--- src/rtl/i2c_slave_responder.sv ---
// I2C target: oversampled/filtered SCL+SDA, START/STOP detect, 7-bit address match, write ACK, read serving.
// Optional clock stretching while waiting for read data: define I2C_SLAVE_CLK_STRETCH_EN.
module i2c_slave_responder #(
  parameter logic [6:0] SLAVE_ADDR  = 7'h22,
  parameter int         SYNC_STAGES = 2,
  parameter int         FILTER_LEN  = 3
) (
  input  logic       clk_i,
  input  logic       arst_n_i,
  input  logic       scl_i,
  input  logic       sda_i,
  output logic       sda_oe_o,
  output logic       scl_oe_o,
  output logic       start_o,
  output logic       stop_o,
  output logic       addr_match_o,
  output logic       rw_o,
  output logic [7:0] rx_data_o,
  output logic       rx_valid_o,
  output logic       tx_req_o,
  input  logic [7:0] tx_data_i,
  input  logic       tx_valid_i,
  output logic       nack_o
);
  localparam logic [2:0] IDLE = 3'd0, ADDR = 3'd1, IGNORE = 3'd2, ADDR_ACK = 3'd3,
                         WR_DATA = 3'd4, WR_ACK = 3'd5, RD_DATA = 3'd6, RD_ACK = 3'd7;

  logic [SYNC_STAGES-1:0] scl_sync, sda_sync;
  logic [FILTER_LEN-1:0]  scl_hist, sda_hist;
  logic                   scl_f, sda_f, scl_d, sda_d;

  // Everything presets high so the bus looks idle straight out of reset.
  always_ff @(posedge clk_i or negedge arst_n_i) begin
    if (!arst_n_i) begin
      scl_sync <= '1; sda_sync <= '1;
      scl_hist <= '1; sda_hist <= '1;
      scl_f <= 1'b1; sda_f <= 1'b1; scl_d <= 1'b1; sda_d <= 1'b1;
    end else begin
      scl_sync <= {scl_sync[SYNC_STAGES-2:0], scl_i};
      sda_sync <= {sda_sync[SYNC_STAGES-2:0], sda_i};
      scl_hist <= {scl_hist[FILTER_LEN-2:0], scl_sync[SYNC_STAGES-1]};
      sda_hist <= {sda_hist[FILTER_LEN-2:0], sda_sync[SYNC_STAGES-1]};
      if (&scl_hist) scl_f <= 1'b1; else if (~|scl_hist) scl_f <= 1'b0;
      if (&sda_hist) sda_f <= 1'b1; else if (~|sda_hist) sda_f <= 1'b0;
      scl_d <= scl_f;
      sda_d <= sda_f;
    end
  end

  logic scl_rise, scl_fall, start_det, stop_det;
  assign scl_rise  = scl_f & ~scl_d;
  assign scl_fall  = ~scl_f & scl_d;
  assign start_det = scl_f & ~sda_f & sda_d;
  assign stop_det  = scl_f & sda_f & ~sda_d;

  logic [2:0] state, cnt;
  logic [6:0] sr;
  logic [7:0] tx_buf, next_byte, byte_in;
  logic       pend, lead, lead_fall;
`ifdef I2C_SLAVE_CLK_STRETCH_EN
  logic       stretch, relq;
`endif

  assign byte_in   = {sr, sda_f};
  assign next_byte = (pend && tx_valid_i) ? tx_data_i : tx_buf;
  // The fall that starts bit 7 of a read byte: end of address ACK, or first fall after a master ACK.
  assign lead_fall = scl_fall && ((state == ADDR_ACK && sda_oe_o && rw_o) || (state == RD_DATA && lead));

  always_ff @(posedge clk_i or negedge arst_n_i) begin
    if (!arst_n_i) begin
      state <= IDLE; cnt <= '0; sr <= '0; tx_buf <= '0; pend <= 1'b0; lead <= 1'b0;
      sda_oe_o <= 1'b0; start_o <= 1'b0; stop_o <= 1'b0; addr_match_o <= 1'b0; rw_o <= 1'b0;
      rx_data_o <= '0; rx_valid_o <= 1'b0; tx_req_o <= 1'b0; nack_o <= 1'b0;
`ifdef I2C_SLAVE_CLK_STRETCH_EN
      scl_oe_o <= 1'b0; stretch <= 1'b0; relq <= 1'b0;
`endif
    end else begin
      start_o <= 1'b0; stop_o <= 1'b0; rx_valid_o <= 1'b0; tx_req_o <= 1'b0; nack_o <= 1'b0;
      if (pend && tx_valid_i) begin
        tx_buf <= tx_data_i;
        pend   <= 1'b0;
      end
      if (start_det || stop_det) begin
        start_o      <= start_det;
        stop_o       <= stop_det;
        state        <= start_det ? ADDR : IDLE;
        cnt          <= '0;
        addr_match_o <= 1'b0;
        sda_oe_o     <= 1'b0;
        pend         <= 1'b0;
        lead         <= 1'b0;
`ifdef I2C_SLAVE_CLK_STRETCH_EN
        scl_oe_o <= 1'b0; stretch <= 1'b0; relq <= 1'b0;
`endif
      end else begin
        case (state)
          ADDR: if (scl_rise) begin
            sr  <= byte_in[6:0];
            cnt <= cnt + 3'd1;
            if (cnt == 3'd7) begin
              if (byte_in[7:1] == SLAVE_ADDR) begin
                rw_o         <= byte_in[0];
                addr_match_o <= 1'b1;
                state        <= ADDR_ACK;
                if (byte_in[0]) begin
                  tx_req_o <= 1'b1;
                  pend     <= 1'b1;
                end
              end else begin
                state <= IGNORE;
              end
            end
          end
          ADDR_ACK, WR_ACK: if (scl_fall) begin
            // sda_oe_o doubles as the ACK phase: low before the 8th fall, high until the 9th.
            if (!sda_oe_o) sda_oe_o <= 1'b1;
            else if (lead_fall) state <= RD_DATA;
            else begin
              sda_oe_o <= 1'b0;
              state    <= WR_DATA;
            end
          end
          WR_DATA: if (scl_rise) begin
            sr  <= byte_in[6:0];
            cnt <= cnt + 3'd1;
            if (cnt == 3'd7) begin
              rx_data_o  <= byte_in;
              rx_valid_o <= 1'b1;
              state      <= WR_ACK;
            end
          end
          RD_DATA: begin
            if (scl_rise) cnt <= cnt + 3'd1;
            else if (scl_fall && !lead) begin
              if (cnt == 3'd0) begin
                sda_oe_o <= 1'b0;
                state    <= RD_ACK;
              end else begin
                sda_oe_o <= ~tx_buf[~cnt];
              end
            end
          end
          RD_ACK: if (scl_rise) begin
            if (!sda_f) begin
              tx_req_o <= 1'b1;
              pend     <= 1'b1;
              lead     <= 1'b1;
              state    <= RD_DATA;
            end else begin
              nack_o <= 1'b1;
              state  <= IGNORE;
            end
          end
          default: ;
        endcase

        if (lead_fall) begin
          lead <= 1'b0;
          if (pend && !tx_valid_i) begin
`ifdef I2C_SLAVE_CLK_STRETCH_EN
            sda_oe_o <= 1'b0;
            scl_oe_o <= 1'b1;
            stretch  <= 1'b1;
`else
            tx_buf   <= 8'hFF;
            pend     <= 1'b0;
            sda_oe_o <= 1'b0;
`endif
          end else begin
            sda_oe_o <= ~next_byte[7];
          end
        end

`ifdef I2C_SLAVE_CLK_STRETCH_EN
        // Put bit 7 on SDA first, let SCL go one cycle later.
        if (stretch && pend && tx_valid_i) begin
          sda_oe_o <= ~tx_data_i[7];
          stretch  <= 1'b0;
          relq     <= 1'b1;
        end
        if (relq) begin
          scl_oe_o <= 1'b0;
          relq     <= 1'b0;
        end
`endif
      end
    end
  end

`ifndef I2C_SLAVE_CLK_STRETCH_EN
  assign scl_oe_o = 1'b0;
`endif
endmodule

--- config.mk ---
export PLATFORM = sky130hd
export DESIGN_NAME = i2c_slave_responder
export DESIGN_NICKNAME = d
export VERILOG_FILES = /design/src/rtl/i2c_slave_responder.sv
export SDC_FILE = /design/constraint.sdc
export NUM_CORES = 1
export LEC_CHECK = 0
export ABC_AREA = 0
export BUFFER_PORTS_ARGS = -buffer_cell sky130_fd_sc_hd__buf_2
export CAP_MARGIN = 40
export CORE_ASPECT_RATIO = 1.5
export CORE_UTILIZATION = 61
export CTS_CLUSTER_DIAMETER = 200
export DETAILED_ROUTE_END_ITERATION = 12
export PLACE_DENSITY = 0.88
export SYNTH_ARGS = -nofsm -noshare
export SYNTH_HDL_FRONTEND = slang
export SYNTH_SLANG_ARGS = --single-unit
--- constraint.sdc ---
create_clock -name clk_i -period 3.4 [get_ports clk_i]
set_input_delay 0 -clock clk_i [delete_from_list [all_inputs] [get_ports clk_i]]
set_output_delay 0 -clock clk_i [all_outputs]
set_load 0.02 [all_outputs]
== Word level (Yosys, flattened, before mapping) ==
Index checks and enable logic that the tools add are counted.
Storage, ports and cells
  bits of input ports: 13
  flip-flop bits (word level): 53
  output and inout bits: 17
  logic and storage cells: 175
Operators by class
  eq/ne operators: 24
  reductions and logical operators: 36
  add/subtract/negate cells: 1
  multiplexer cells: 76
  order comparisons: 1
  bitwise operators: 14
Operators with widths (count)
  two-way mux 1 bit: 51
  two-way mux 3 bit: 15
  two-way mux 8 bit: 4
  != test 3 bit, second input constant: 7
  equality test 3 bit, second input constant: 5
  one-hot mux 3 bit (5 select lines): 1
  AND reduction 3 bit: 4
  AND reduction 4 bit: 3
  AND reduction 11 bit: 1
  nonzero test 2 bit: 5
  != test 3 x 1 -> 1 bit, second input constant: 3
  OR reduction 3 bit: 3
  equality test 7 x 6 -> 1 bit, second input constant: 1
  logical AND 1 bit: 7
  NOT 1 bit: 7
  AND 1 bit: 6
  one-hot mux 1 bit (2 select lines): 3
  nonzero test 3 bit: 2
  nonzero test 6 bit: 1
  AND reduction 5 bit: 1
  < comparator 3 x 4 -> 1 bit, second input constant: 1
  != test 2 bit, second input constant: 2
  != test 4 x 2 -> 1 bit, second input constant: 1
  != test 4 x 3 -> 1 bit, second input constant: 1
  14 further kinds: 17

== Depth between registers and ports, before layout ==
  word-level depth: 10
  mapped depth: 8
  depth with buffers taken out: 7

== Worst setup path after synthesis ==
Ideal clock, no wire load.
  kind: reg2reg
  start point: register cnt[1]
  end point: register state[1]
  slack: 1.702 ns
  stages on the path, launching flop included: 8
  required time: 3.314 ns
  path buffers: 0
  period minus slack after synthesis: 1.698 ns
  data arrival time: 1.612 ns
  library setup time: 0.086 ns
  cells stage by stage: dfrtp_1 -> ha_1 -> ha_1 -> or2_2 -> a21oi_1 -> nor2_1 -> and4b_1 -> nor3_1
Between the ends
  longest elaborated chain between the ends: 3
  elaborated cells on any way between the ends: 6
  classes of those cells: eq/ne: 4; reduce/logical: 2
Ends and longest elaborated chain
  from (decl): RTL line 56  | logic [2:0] state, cnt;
  from (signal assigned): RTL line 99  | cnt <= cnt + 3'd1;
  from (signal assigned): RTL line 125  | cnt <= cnt + 3'd1;
  from (signal assigned): RTL line 133  | if (scl_rise) cnt <= cnt + 3'd1;
  equality test 3 bit or zero test 3 bit (tied branches): RTL line 100, 126, 135
  != test 3 bit (no line) or != test 3 x 1 -> 1 bit (tied branches)
  AND reduction 11 bit (no line) (*)
  to (signal assigned): RTL line 86  | state <= start_det ? ADDR : IDLE;
  to (decl): RTL line 56
Every way passes the cells marked *; elsewhere a longest branch is shown, timed or not.
A chain may end at the register's enable or synchronous reset.

== Final worst setup path ==
  start point: register cnt[0]
  end point: register state[1]
Same word-level chain as after synthesis.

==> metrics.md <==
| Metric | Value |
|---|---|
| Synthesis-to-layout area growth | `13.5%` |
| Status | `complete, no violations` |
| Worst-case register-to-register setup slack | `~1.3 ns` |
| Number of synthesis warnings | `0` |
| Via count of the first global-routing pass | `approximately 1.8k` |
| Top achievable clock speed | `just under 500 MHz` |
| Part of the power in the clock network | `0.275` |
| Total negative slack for setup checks | `0 ns` |
| Worst min-delay path class | `primary input to flop` |
| Final Hold Vio Count | `0` |
| HP Start | `tx_data_i[7]` |
| Startpoint of the worst register-to-register path | `cnt[0]$_DFFE_PN0P_` |
| Relative slew slack | `0.579` |
| Family of cells with the greatest summed delay on the critical path | `simple AND/OR/NAND/NOR gates` |
| Max cap viols | `0` |
| Actual slew at the worst max-slew pin | `~0.63 ns` |
| Maximum number of pins on one net before global-route repair | `54` |
| Starting utilization of the core area | `0.656` |
| Number of buffers inserted by hold repair at cts | `10` |
| Count of pins on the block boundary | `30` |
| Num CTS Buffers | `5` |
| Number of enable flip-flop cells after synthesis | `0` |
| Number of DRC violations after detailed routing | `0` |
| First-pass GRT wire length | `around 8.2 mm` |
| Commonest cells after routing, fill and taps aside | `sky130_fd_sc_hd__dfrtp_1, sky130_fd_sc_hd__buf_2, sky130_fd_sc_hd__nand2_1, sky130_fd_sc_hd__nor2_1, sky130_fd_sc_hd__mux2_2` |
| Kind of end point of the critical path | `flop` |
| Share of synthesized area occupied by flip-flops and latches | `0.547` |
| Setup repair after global routing missed its margin | `false` |
| Data arrival, critical path | `approximately 2.3 ns` |
| Int Power | `roughly 0.00097 W` |
| Number of diodes added for antenna fixing | `0` |
| Switch share | `0.296` |
| GRT Overall Usage | `0.267` |
| Share of final-layout standard cells stronger than drive strength 1 | `0.280` |
| Die height | `between 70 and 80 µm` |
| Combinational Power Share | `0.165` |
| Maximum VDD drop | `0.483 mV` |
| Core Footprint | `approximately 3700 µm²` |
| Sink of the worst hold path | `tx_buf[7]$_DFF_PN0_` |
| Power after layout | `roughly 0.0014 W` |
| Clock Sink Count | `53` |
| Number of distinct library cell variants in the gate-level netlist after synthesis | `between 40 and 50` |
| Crit-path max cell delay | `around 0.49 ns` |
| Cell type with the largest total area after synthesis | `sky130_fd_sc_hd__dfrtp_1` |
| Finished layout cell area | `~2800 µm²` |
| Total of cells resized after clock tree synthesis | `0` |
| Area share of the largest cell type after synthesis | `0.397` |
| Final Net Count | `approximately 280` |
| Most common cell after layout, fill and taps aside | `sky130_fd_sc_hd__dfrtp_1` |
| Remaining number of nets flagged by the antenna check after routing | `0` |
| Leak pwr | `around 1.3 nW` |
| Via Count | `around 1.8k` |
| Flip-flop cell with the highest count after synthesis | `sky130_fd_sc_hd__dfrtp_1` |
| Count of mapped cells out of synthesis | `225` |
| CP bufs+invs | `0` |
| Part of the total power dissipated in sequential elements | `0.560` |
| Largest fanout on the critical path | `6` |
| Post-synth ARST share | `1.00` |
| WL per Instance | `between 15 and 20 µm` |
| Number of DRC markers in iteration 0 | `just over 70` |
| Clk_lat worst skew | `around 0.31 ns` |
| Number of cells on the worst reg-to-reg path | `7` |
| Number of nets produced by synthesis | `241` |
| Post-placement cell count | `~290` |
| Worst setup skew after layout | `0.0117 ns` |
| Cell with the biggest individual delay on the critical path | `sky130_fd_sc_hd__dfrtp_1` |
| Final Core Density | `0.744` |
| Number of setup violations in the final report | `0` |
| DP Wirelength | `3.20 mm` |
| Initial antenna violation count | `0` |
| H-tree depth reported by CTS | `2` |
| Total power per unit cell area | `493 nW/µm²` |
| Final standard cell count with taps included and fillers excluded | `between 300 and 400` |
| Total placed instance area | `between 2000 and 3000 µm²` |
| Hold Crit Depth | `3` |
| Leading cell types by total area after synthesis | `sky130_fd_sc_hd__dfrtp_1, sky130_fd_sc_hd__dfstp_2, sky130_fd_sc_hd__mux2_2` |
| Classification of the worst setup path | `flop to flop` |
| Most common cell on crit path | `sky130_fd_sc_hd__ha_1` |
| First-pass iteration count of the detailed router | `4` |
| Netlist area before placement | `2460 µm²` |
| Avg Vias per Cell | `5.88` |
| Endpoint of the worst-slack reg-to-reg timing path | `state[1]$_DFFE_PN0P_` |
| Die Outline Area | `roughly 4300 µm²` |
| Max Buffers Root-to-Sink | `2` |
| Fraction of the cycle the final worst path needs | `0.603` |
| Number of buffers added on ports | `28` |
| Final worst path period need | `a little over 2 ns` |
| Drt total wl | `a little under 5 mm` |
| Clock tree from TritonCTS | `yes` |
| Clk pin slew, worst setup/hold paths | `0.10 ns` |
| Site row count | `27` |
| Final global-route overflow total | `0` |
| Register bit total from synthesis | `53` |
| Ordered list of cells on the worst path | `ha_1 > ha_1 > or2_2 > a21oi_1 > nor2_1 > and4b_1 > nor3_1` |
| Mean instance size in the synthesized netlist | `10.9 µm²` |
| RePlAce Congestion | `between 0.9 and 1` |
| Number of buffers inserted by post-CTS setup repair | `0` |
| Net switching power | `0.000407 W` |
| Critical path launch point type | `flop` |
| Root buffer cell | `sky130_fd_sc_hd__clkbuf_8` |
| Die extent in x | `53.8 µm` |
| Worst endpoint required time | `about 3.6 ns` |
| Number of max-slew violations in the final report | `0` |
[worst max-delay path by stage]
stage                                to  cells past startpoint          startpoint  slack (ns)
3_3_place_gp   rx_data_o[0]$_DFFE_PN0P_                      4   sda_f$_DFFE_PN1P_        1.46
5_1_grt            state[1]$_DFFE_PN0P_                      7  cnt[0]$_DFFE_PN0P_        1.15
2_1_floorplan      state[1]$_DFFE_PN0P_                      7  cnt[1]$_DFFE_PN0P_        1.70
4_1_cts        rx_data_o[2]$_DFFE_PN0P_                      4   sda_f$_DFFE_PN1P_        1.36
3_5_place_dp   rx_data_o[2]$_DFFE_PN0P_                      4   sda_f$_DFFE_PN1P_        1.39
6_report           state[1]$_DFFE_PN0P_                      7  cnt[0]$_DFFE_PN0P_        1.35
[power by group through the flow]
stage	Combinational, W	Sequential (W)	Clock [W]
2_1_floorplan	0.000196	0.000740	0
3_3_place_gp	0.000204	0.000776	0
3_5_place_dp	0.000212	0.000781	0
4_1_cts	0.000224	0.000768	0.000387
5_1_grt	0.000248	0.000780	0.000411
6_report	0.000227	0.000770	0.000379
[cells by family (layout without fill, tap and decap cells)]
logic type	Yosys count	in the layout	share of synthesized area
AOI/OAI and AO/OA	38	38	0.0997
xor gates and xnor gates	3	3	0.0107
adders and majority gates	3	3	0.0153
buffers and inverters	16	52	0.0356
DFF	53	53	0.547
muxes	22	22	0.0972
other	1	1	0.00153
and+or+nand+nor	89	89	0.193
[worst register-to-register path, stage by stage, from the launching register on]
cell,delay [ns]
sky130_fd_sc_hd__dfrtp_1,0.49
sky130_fd_sc_hd__ha_1,0.25
sky130_fd_sc_hd__ha_1,0.21
sky130_fd_sc_hd__or2_2,0.33
sky130_fd_sc_hd__a21oi_1,0.23
sky130_fd_sc_hd__nor2_1,0.10
sky130_fd_sc_hd__and4b_1,0.20
sky130_fd_sc_hd__nor3_1,0.18
[area by class of cell]
type	count	area (µm²)
Clock buffer	6	82.6
Timing Repair Buffer	39	248
Tap cell	43	53.8
Clock inverter	2	17.5
Sequential cell	53	1340
Inverter	5	18.8
Multi-Input combinational cell	156	1030
Fill cell	241	958
[metrics by stage]
stage / hold WS [ns] / setup WS [ns]
after floorplan: -0.296 / 1.70
final: 0.0105 / 1.35
after global routing: 0.0163 / 1.15
after global placement: 0.105 / 1.46
after CTS: 0.00594 / 1.36
after detailed placement: 0.107 / 1.39
[flip-flops by register name (all words and copies together) (netlist names), 2 cells and up]
register and count:
state 3, sr 7, scl_hist 3, sda_sync 2
rx_data_o 8, scl_sync 2, sda_hist 3, cnt 3
tx_buf 8
[Yosys cell counts (2+ instances only)]
library cell               number
sky130_fd_sc_hd__dfrtp_1       39
sky130_fd_sc_hd__nand2_1       23
sky130_fd_sc_hd__nor2_1        19
sky130_fd_sc_hd__mux2_2        15
sky130_fd_sc_hd__dfstp_2       14
sky130_fd_sc_hd__a21oi_1       10
sky130_fd_sc_hd__nand3_1       10
sky130_fd_sc_hd__o21ai_0       10
sky130_fd_sc_hd__mux2i_1        7
sky130_fd_sc_hd__nor3_1         7
sky130_fd_sc_hd__nand2b_1       6
sky130_fd_sc_hd__nand3b_1       6
sky130_fd_sc_hd__inv_1          5
sky130_fd_sc_hd__buf_2          4
sky130_fd_sc_hd__nor2b_1        4
sky130_fd_sc_hd__ha_1           3
sky130_fd_sc_hd__o21a_1         3
sky130_fd_sc_hd__xnor2_1        3
sky130_fd_sc_hd__a211o_1        2
sky130_fd_sc_hd__a31oi_1        2
sky130_fd_sc_hd__buf_4          2
sky130_fd_sc_hd__buf_6          2
sky130_fd_sc_hd__clkbuf_1       2
sky130_fd_sc_hd__nand4_1        2
sky130_fd_sc_hd__nor3b_1        2
sky130_fd_sc_hd__o22ai_1        2
[layer usage]
metal  track usage  up-vias  part of all wire
met4         0.129        0             0.022
met5             0        -                 0
li1              -      855                 -
met3        0.0495        9             0.041
met2         0.421       59              0.52
met1         0.344      866              0.42
Power figures use the tool's default switching activity.
